==> config.mk <==
export PLATFORM = sky130hd
export DESIGN_NAME = seq_pipe_add4_sched_flat
export DESIGN_NICKNAME = d
export VERILOG_FILES = /design/src/rtl/seq_pipe_add4_sched_if.sv /design/src/rtl/seq_pipe_add4_sched.sv /design/src/flat_wrapper.sv
export SDC_FILE = /design/constraint.sdc
export NUM_CORES = 1
export LEC_CHECK = 0
export CAP_MARGIN = 20
export CELL_PAD_IN_SITES_DETAIL_PLACEMENT = 0
export CELL_PAD_IN_SITES_GLOBAL_PLACEMENT = 1
export CORE_ASPECT_RATIO = 1.1
export CORE_MARGIN = 1.5
export CORE_UTILIZATION = 35
export DETAILED_ROUTE_END_ITERATION = 6
export GPL_ROUTABILITY_DRIVEN = 0
export PLACE_DENSITY_LB_ADDON = 0.1
export SETUP_SLACK_MARGIN = 0.4
export SLEW_MARGIN = 0
export SYNTH_ARGS = -nofsm -noshare
export SYNTH_HDL_FRONTEND = slang
export SYNTH_SLANG_ARGS = --single-unit
==> constraint.sdc <==
create_clock -name clk -period 4.8 [get_ports clk]
set_input_delay 0.72 -clock clk [delete_from_list [all_inputs] [get_ports clk]]
set_output_delay 0.72 -clock clk [all_outputs]
set_load 0.005 [all_outputs]
==> src/rtl/seq_pipe_add4_sched_if.sv <==
// Request/response bundle for the two-client pipelined 4-operand adder scheduler.
// The master modport is the client/consumer side; the slave modport is the scheduler.
interface seq_pipe_add4_sched_if #(
  parameter int unsigned NBITS = 8
);

  logic                 req0_val;
  logic                 req0_rdy;
  logic [4*NBITS-1:0]   req0_msg;

  logic                 req1_val;
  logic                 req1_rdy;
  logic [4*NBITS-1:0]   req1_msg;

  logic                 resp_val;
  logic                 resp_rdy;
  logic                 resp_id;
  logic [NBITS-1:0]     resp_sum01;
  logic [NBITS-1:0]     resp_sum23;
  logic [NBITS-1:0]     resp_sum;

  logic                 busy;

  modport master (
    output req0_val, req0_msg,
    output req1_val, req1_msg,
    output resp_rdy,
    input  req0_rdy, req1_rdy,
    input  resp_val, resp_id, resp_sum01, resp_sum23, resp_sum,
    input  busy
  );

  modport slave (
    input  req0_val, req0_msg,
    input  req1_val, req1_msg,
    input  resp_rdy,
    output req0_rdy, req1_rdy,
    output resp_val, resp_id, resp_sum01, resp_sum23, resp_sum,
    output busy
  );

endinterface

==> src/rtl/seq_pipe_add4_sched.sv <==
// Round-robin two-requester scheduler feeding a 2-stage pipelined 4-operand adder.
// X0 holds operands, X1 holds pair sums; the final add is combinational on X1.
module seq_pipe_add4_sched #(
  parameter int unsigned NBITS = 8
) (
  input  logic                  clk,
  input  logic                  reset_n,
  seq_pipe_add4_sched_if.slave  bus
);

  localparam int unsigned MSGW = 4 * NBITS;

  // Stage X0
  logic              val0;
  logic              id0;
  logic [NBITS-1:0]  in0_x0;
  logic [NBITS-1:0]  in1_x0;
  logic [NBITS-1:0]  in2_x0;
  logic [NBITS-1:0]  in3_x0;
  logic [NBITS-1:0]  sum01_x0;
  logic [NBITS-1:0]  sum23_x0;

  // Stage X1
  logic              val1;
  logic              id1;
  logic [NBITS-1:0]  sum01_x1;
  logic [NBITS-1:0]  sum23_x1;

  // Scheduling
  logic              prio;
  logic              prio_next;
  logic              adv0;
  logic              adv1;
  logic              grant0;
  logic              grant1;
  logic              xfer;
  logic [MSGW-1:0]   sel_msg;

  // Stall chain: a stage may load whenever its successor can take its contents.
  always_comb begin
    adv1 = 1'b0;
    adv0 = 1'b0;
    adv1 = !val1 || bus.resp_rdy;
    adv0 = !val0 || adv1;
  end

  // Grant depends only on current request valids and the registered pointer.
  always_comb begin
    grant0  = 1'b0;
    grant1  = 1'b0;
    sel_msg = '0;
    grant0  = bus.req0_val && (!bus.req1_val || !prio);
    grant1  = bus.req1_val && (!bus.req0_val ||  prio);
    sel_msg = grant1 ? bus.req1_msg : bus.req0_msg;
  end

  // Ready is held low while reset is asserted so nothing is handshaken into a clearing pipe.
  always_comb begin
    bus.req0_rdy = 1'b0;
    bus.req1_rdy = 1'b0;
    xfer         = 1'b0;
    bus.req0_rdy = reset_n && adv0 && grant0;
    bus.req1_rdy = reset_n && adv0 && grant1;
    xfer         = bus.req0_rdy || bus.req1_rdy;
  end

  // Pointer moves to the requester that was not just served, only on an accepted transfer.
  always_comb begin
    prio_next = prio;
    if (xfer) begin
      prio_next = grant0;
    end
  end

  always_ff @(posedge clk or negedge reset_n) begin
    if (!reset_n) begin
      prio <= 1'b0;
    end else begin
      prio <= prio_next;
    end
  end

  // X0 register: loads the granted request, or a bubble when nothing is granted.
  always_ff @(posedge clk or negedge reset_n) begin
    if (!reset_n) begin
      val0   <= 1'b0;
      id0    <= 1'b0;
      in0_x0 <= '0;
      in1_x0 <= '0;
      in2_x0 <= '0;
      in3_x0 <= '0;
    end else if (adv0) begin
      val0   <= grant0 || grant1;
      id0    <= grant1;
      in0_x0 <= sel_msg[0*NBITS +: NBITS];
      in1_x0 <= sel_msg[1*NBITS +: NBITS];
      in2_x0 <= sel_msg[2*NBITS +: NBITS];
      in3_x0 <= sel_msg[3*NBITS +: NBITS];
    end
  end

  always_comb begin
    sum01_x0 = '0;
    sum23_x0 = '0;
    sum01_x0 = NBITS'(in0_x0 + in1_x0);
    sum23_x0 = NBITS'(in2_x0 + in3_x0);
  end

  // X1 register: captures pair sums; holds steady while the consumer stalls.
  always_ff @(posedge clk or negedge reset_n) begin
    if (!reset_n) begin
      val1     <= 1'b0;
      id1      <= 1'b0;
      sum01_x1 <= '0;
      sum23_x1 <= '0;
    end else if (adv1) begin
      val1     <= val0;
      id1      <= id0;
      sum01_x1 <= sum01_x0;
      sum23_x1 <= sum23_x0;
    end
  end

  always_comb begin
    bus.resp_val   = val1;
    bus.resp_id    = id1;
    bus.resp_sum01 = sum01_x1;
    bus.resp_sum23 = sum23_x1;
    bus.resp_sum   = NBITS'(sum01_x1 + sum23_x1);
    bus.busy       = val0 || val1;
  end

endmodule

==> src/flat_wrapper.sv <==
// flat-port wrapper written by rule: the top's interface ports become plain ports
module seq_pipe_add4_sched_flat 
#(
  parameter int unsigned NBITS = 8
)
  (clk, reset_n, bus_req0_val, bus_req0_msg, bus_req1_val, bus_req1_msg, bus_resp_rdy, bus_req0_rdy, bus_req1_rdy, bus_resp_val, bus_resp_id, bus_resp_sum01, bus_resp_sum23, bus_resp_sum, bus_busy);
  seq_pipe_add4_sched_if #(.NBITS(NBITS)) bus_i ();
  input  logic clk;
  input  logic reset_n;
  input wire logic [$bits(bus_i.req0_val)-1:0] bus_req0_val;
  input wire logic [$bits(bus_i.req0_msg)-1:0] bus_req0_msg;
  input wire logic [$bits(bus_i.req1_val)-1:0] bus_req1_val;
  input wire logic [$bits(bus_i.req1_msg)-1:0] bus_req1_msg;
  input wire logic [$bits(bus_i.resp_rdy)-1:0] bus_resp_rdy;
  output wire logic [$bits(bus_i.req0_rdy)-1:0] bus_req0_rdy;
  output wire logic [$bits(bus_i.req1_rdy)-1:0] bus_req1_rdy;
  output wire logic [$bits(bus_i.resp_val)-1:0] bus_resp_val;
  output wire logic [$bits(bus_i.resp_id)-1:0] bus_resp_id;
  output wire logic [$bits(bus_i.resp_sum01)-1:0] bus_resp_sum01;
  output wire logic [$bits(bus_i.resp_sum23)-1:0] bus_resp_sum23;
  output wire logic [$bits(bus_i.resp_sum)-1:0] bus_resp_sum;
  output wire logic [$bits(bus_i.busy)-1:0] bus_busy;
  assign bus_i.req0_val = bus_req0_val;
  assign bus_i.req0_msg = bus_req0_msg;
  assign bus_i.req1_val = bus_req1_val;
  assign bus_i.req1_msg = bus_req1_msg;
  assign bus_i.resp_rdy = bus_resp_rdy;
  assign bus_req0_rdy = bus_i.req0_rdy;
  assign bus_req1_rdy = bus_i.req1_rdy;
  assign bus_resp_val = bus_i.resp_val;
  assign bus_resp_id = bus_i.resp_id;
  assign bus_resp_sum01 = bus_i.resp_sum01;
  assign bus_resp_sum23 = bus_i.resp_sum23;
  assign bus_resp_sum = bus_i.resp_sum;
  assign bus_busy = bus_i.busy;
  seq_pipe_add4_sched #(.NBITS(NBITS)) u_core (.clk(clk), .reset_n(reset_n), .bus(bus_i));
endmodule
=== Word level (Yosys, flattened, before mapping) ===
Index checks and enable logic that the tools add are counted.

* Bits in registers: 53
* Logic and storage cells: 32

* Reduce and logical (&&, ||, !) cells: 17
* $add $sub $neg: 3
* Muxes and demuxes: 1

{| class="wikitable"
|+ Operator list
! operator !! number
|-
| $mux W32 || 1
|-
| $add A8 B8 Y8 || 3
|-
| $logic_or A1 B1 Y1 || 7
|-
| $logic_and A1 B1 Y1 || 5
|-
| $logic_not A1 Y1 || 5
|}

=== Longest topological paths before layout ===
* Word-level depth: 6
* Mapped depth: 8

=== Worst setup path before layout ===
No wires, ideal clock.

* Path type: flip-flop to output port
* Start point: register u_core.sum23_x1[0] (netlist: u_core.bus.resp_sum23[0])
* End point: output port bus_resp_sum[6]
* Required time: 4.080 ns
* Arrival: 1.687 ns
* Stages on the path, launching flop included: 9
* Setup slack: 2.393 ns
* Path through: dfrtp_1 -> ha_1 -> inv_1 -> fa_1 -> nor2b_4 -> o21ai_2 -> a21boi_2 -> or4b_1 -> nand3_1

* Word-level cells in the longest chain between the ends: 1

{| class="wikitable"
|+ Ends and longest elaborated chain
! element !! RTL line !! source
|-
| from (decl) || seq_pipe_add4_sched.sv:27 || <nowiki>logic [NBITS-1:0] sum23_x1;</nowiki>
|-
| from (signal assigned) || seq_pipe_add4_sched.sv:120 || <nowiki>sum23_x1 <= sum23_x0;</nowiki>
|-
| $add A8 B8 Y8 || seq_pipe_add4_sched.sv:129 || <nowiki>bus.resp_sum = NBITS'(sum01_x1 + sum23_x1);</nowiki>
|-
| to (decl) || flat_wrapper.sv:21 || <nowiki>output wire logic [$bits(bus_i.resp_sum)-1:0] bus_resp_sum;</nowiki>
|}

No other way between the ends.

=== Final worst setup path ===
* Start point: input port bus_resp_rdy
* End point: output port bus_req0_rdy

* Word-level cells in the longest chain between the ends: 4

{| class="wikitable"
|+ Ends and longest elaborated chain
! element !! RTL line !! source
|-
| from (decl) || flat_wrapper.sv:14 || <nowiki>input wire logic [$bits(bus_i.resp_rdy)-1:0] bus_resp_rdy;</nowiki>
|-
| $logic_or A1 B1 Y1 || seq_pipe_add4_sched.sv:43 || <nowiki>adv1 = !val1 || bus.resp_rdy;</nowiki>
|-
| $logic_or A1 B1 Y1 || seq_pipe_add4_sched.sv:44 || <nowiki>adv0 = !val0 || adv1;</nowiki>
|-
| $logic_and A1 B1 Y1 (2 in series) || seq_pipe_add4_sched.sv:62 || <nowiki>bus.req0_rdy = reset_n && adv0 && grant0;</nowiki>
|-
| to (decl) || flat_wrapper.sv:15 || <nowiki>output wire logic [$bits(bus_i.req0_rdy)-1:0] bus_req0_rdy;</nowiki>
|}

No other way between the ends.

==> qor.txt <==
Worst setup EP type: output port
Leading post-synthesis cells by cell area: dfrtp_1 (41%), mux2i_1 (10%), ha_1 (8.2%)
Area of the multi-input gates: 1750 sq um
Post-CTS Setup Bufs: 0
R2R setup slack: 2.77 ns
Final worst setup slack: 1.51 ns
Clock network fraction of total power: 13.1%
DR iter-0 viols: 41
P per Cell Area: 444 nW/um^2
I/O pin count: 98
Sequential fraction of the synthesis area: 41.5%
Mux share of post-synthesis cell area: 10.0%
Setup Total Neg Slack: 0 ns
H-tree depth: 2
Post-DR vias/cell: 4.79
Reg-to-reg critical path endpoint: u_core.prio
Area of the mapped netlist: 3200 sq um
Clk pin slew, worst setup/hold paths: 0.09 ns
Clock net sink count: 53
Hold Vio Cnt, Final: 0
Fin crit share: 68.5%
Ant. Diodes: 0
Post-synth top cells: dfrtp_1 (53), nor2_1 (48), a21oi_1 (45)
WP data required: 4.08 ns
GRT overflow: 0
Most frequent cell after synthesis: dfrtp_1
Pleak: 1.91 nW
Main combinational cell family by area after synthesis: compound AO/OA/AOI/OAI gates
Initial Util: 36.0%
Final Skew: 0.00355 ns
Share of cells above drive strength 1: 4.98%
Row count: 36
Compound-Gate Fraction of Synth Area: 17.5%
Switching power: 0.000659 W
Clock Tree Buf Depth: 2
HPWL after DPL: 5290 um
Biggest area consumer among synthesized cells: dfrtp_1
Arrival time of the worst setup path: 2.57 ns
Asr flop ratio synth: 100%
Syn nets: 423
Adder-Cell Fraction of Synth Area: 10.1%
Largest net degree at the start of global routing: 67
Switching Share: 34.2%
Setup crit end: bus_req0_rdy
Max-Cap Viols: 0
Global Route met3 Usage: 3.00%
Yosys top cell area share: 41.5%
Critical path launch point: bus_resp_rdy
Routed len/inst: 12.9 um
RSZ-0062 raised after global routing: false
Grt peak-use layer: met2
CTS resizes: 0
Max Slew Vio Count: 0
Peak supply drop: 0.142 mV
Worst Setup Slack post-DPL: 1.51 ns
Met1 usage: 22.0%
Port buffer count: 97
Top fanout value on the critical path: 23
Power share of the combinational group: 54.2%
Mapped Avg Cell Area: 9.69 sq um
Worst Hold Launch: u_core.bus.resp_id
Number of remaining DRC errors: 0
Outcome: completed
Tightest Hold Check Type: reg2reg
Met2 GRT Util: 23.7%
Layout area overhead: 35.7%
Die Ht: 103 um
Core box area: 8870 sq um
Critical path type: in2out
Top FF cell, synth: dfrtp_1
Yosys warns: 0
Fill cells: 894
Post-route ant nets: 0
Synth Register Bits: 53
Storage element area: 1330 sq um
Drt first pass iters: 4
Total Wirelength: 6900 um
XOR/XNOR Fraction of Synth Area: 3.56%
Die X: 94.1 um
Rel. slew slack: 51.9%
Post-Synthesis Cells: 330
Worst slew pin tran: 0.721 ns
Antenna violations before repair: 0
Synth cell types: 46
Post-synth EDFFs: 0
Tmin final: 3.29 ns
First-pass GRT wire length: 11500 um
Vias in the first global route: 2392
Startpoint Class: primary input
Clk_lat worst skew: 0.30 ns
Final setup vio count: 0
Total GRT Usage: 15.3%
CTS Hold Bufs: 0
Final layout net count: 515
Cells on worst reg2reg path: 5
Synth Area in Simple Gates: 13.0%
Startpoint of the worst register-to-register path: u_core.bus.resp_val
DR vias: 2567
CTS tree: yes
CTS Buf Count: 5
Sequential fraction of design power: 32.7%
Maximum operating frequency: 304 MHz
Root Buffer: clkbuf_8
Die area: 9720 sq um
P_int: 0.00127 W
## metrics by stage
stage | instance area [sq um] | utilization, % | std cells | total power, W | hold WS (ns)
CTS | 4340 | 48.9 | 536 | 0.00196 | 0.486
global placement | 4250 | 47.9 | 529 | 0.00168 | 0.450
finish | 4340 | 48.9 | 536 | 0.00193 | 0.476
floorplan | 3200 | - | 330 | 0.00122 | 0.424
global route | 4340 | 48.9 | 536 | 0.00211 | 0.502
detailed placement | 4250 | 47.9 | 529 | 0.00170 | 0.464
## final cells by class
cell class	instances	share of cell area, %
inverters	13	1.12
flip-flops and latches	53	30.6
multi-input cells	249	40.2
clock buffers	7	1.99
repair buffers	100	22.8
well taps	114	3.29
## cell usage in the layout, fill, tap and decap left out, types with 5 or more instances in the layout
master            n
xor2_1            6
o21ai_1           6
mux2i_1          32
clkbuf_8          6
nand2_1          21
nor2_1           48
clkdlybuf4s50_1  96
xnor2_1           7
dfrtp_1          53
inv_1            12
o21bai_1          5
a21oi_1          45
ha_1             21
## sequential cells by signal, indices dropped and copies added, names as in the netlist
signal / flops
u_core.in3_x0: 8
u_core.bus.resp_sum01: 8
u_core.in2_x0: 8
u_core.in1_x0: 8
u_core.bus.resp_id: 1
u_core.prio: 1
u_core.id0: 1
u_core.in0_x0: 8
u_core.bus.resp_val: 1
u_core.bus.resp_sum23: 8
u_core.val0: 1
## worst min path at each step
stage	end	slack (ns)	cells past startpoint
CTS	u_core.bus.resp_id	0.49	2
global placement	u_core.bus.resp_id	0.45	2
detailed placement	u_core.bus.resp_id	0.46	2
global route	u_core.bus.resp_id	0.50	2
floorplan	u_core.bus.resp_id	0.42	0
finish	u_core.bus.resp_id	0.48	2
## worst max-delay path: stages
cell	delay [ns]
clkdlybuf4s50_1	0.42
and2b_1	0.67
nand2_2	0.15
nand2_1	0.12
nor2_1	0.05
clkdlybuf4s50_1	0.44
## layer usage
layer  up-vias  wire length (um)
met1      1151              3490
li1       1338                 -
met5         -                 0
met4         0                56
met3         5               336
met2        73              3020
## cell families after synthesis
| kind of cell | Yosys count |
|---|---|
| AO/OA/AOI/OAI | 88 |
| XOR/XNOR | 13 |
| adder cells (fa/ha/maj) | 24 |
| buffers and inverters | 28 |
| flip-flops | 53 |
| multiplexers | 32 |
| AND/OR/NAND/NOR | 92 |
## power groups by stage
stage | clock, W | combinational, W | sequential [W]
floorplan | 0 | 0.000595 | 0.000623
global placement | 0 | 0.00104 | 0.000639
detailed placement | 0 | 0.00105 | 0.000643
CTS | 0.000266 | 0.00106 | 0.000634
global route | 0.000282 | 0.00118 | 0.000648
finish | 0.000252 | 0.00104 | 0.000631
(Power assumes the default switching activity.)
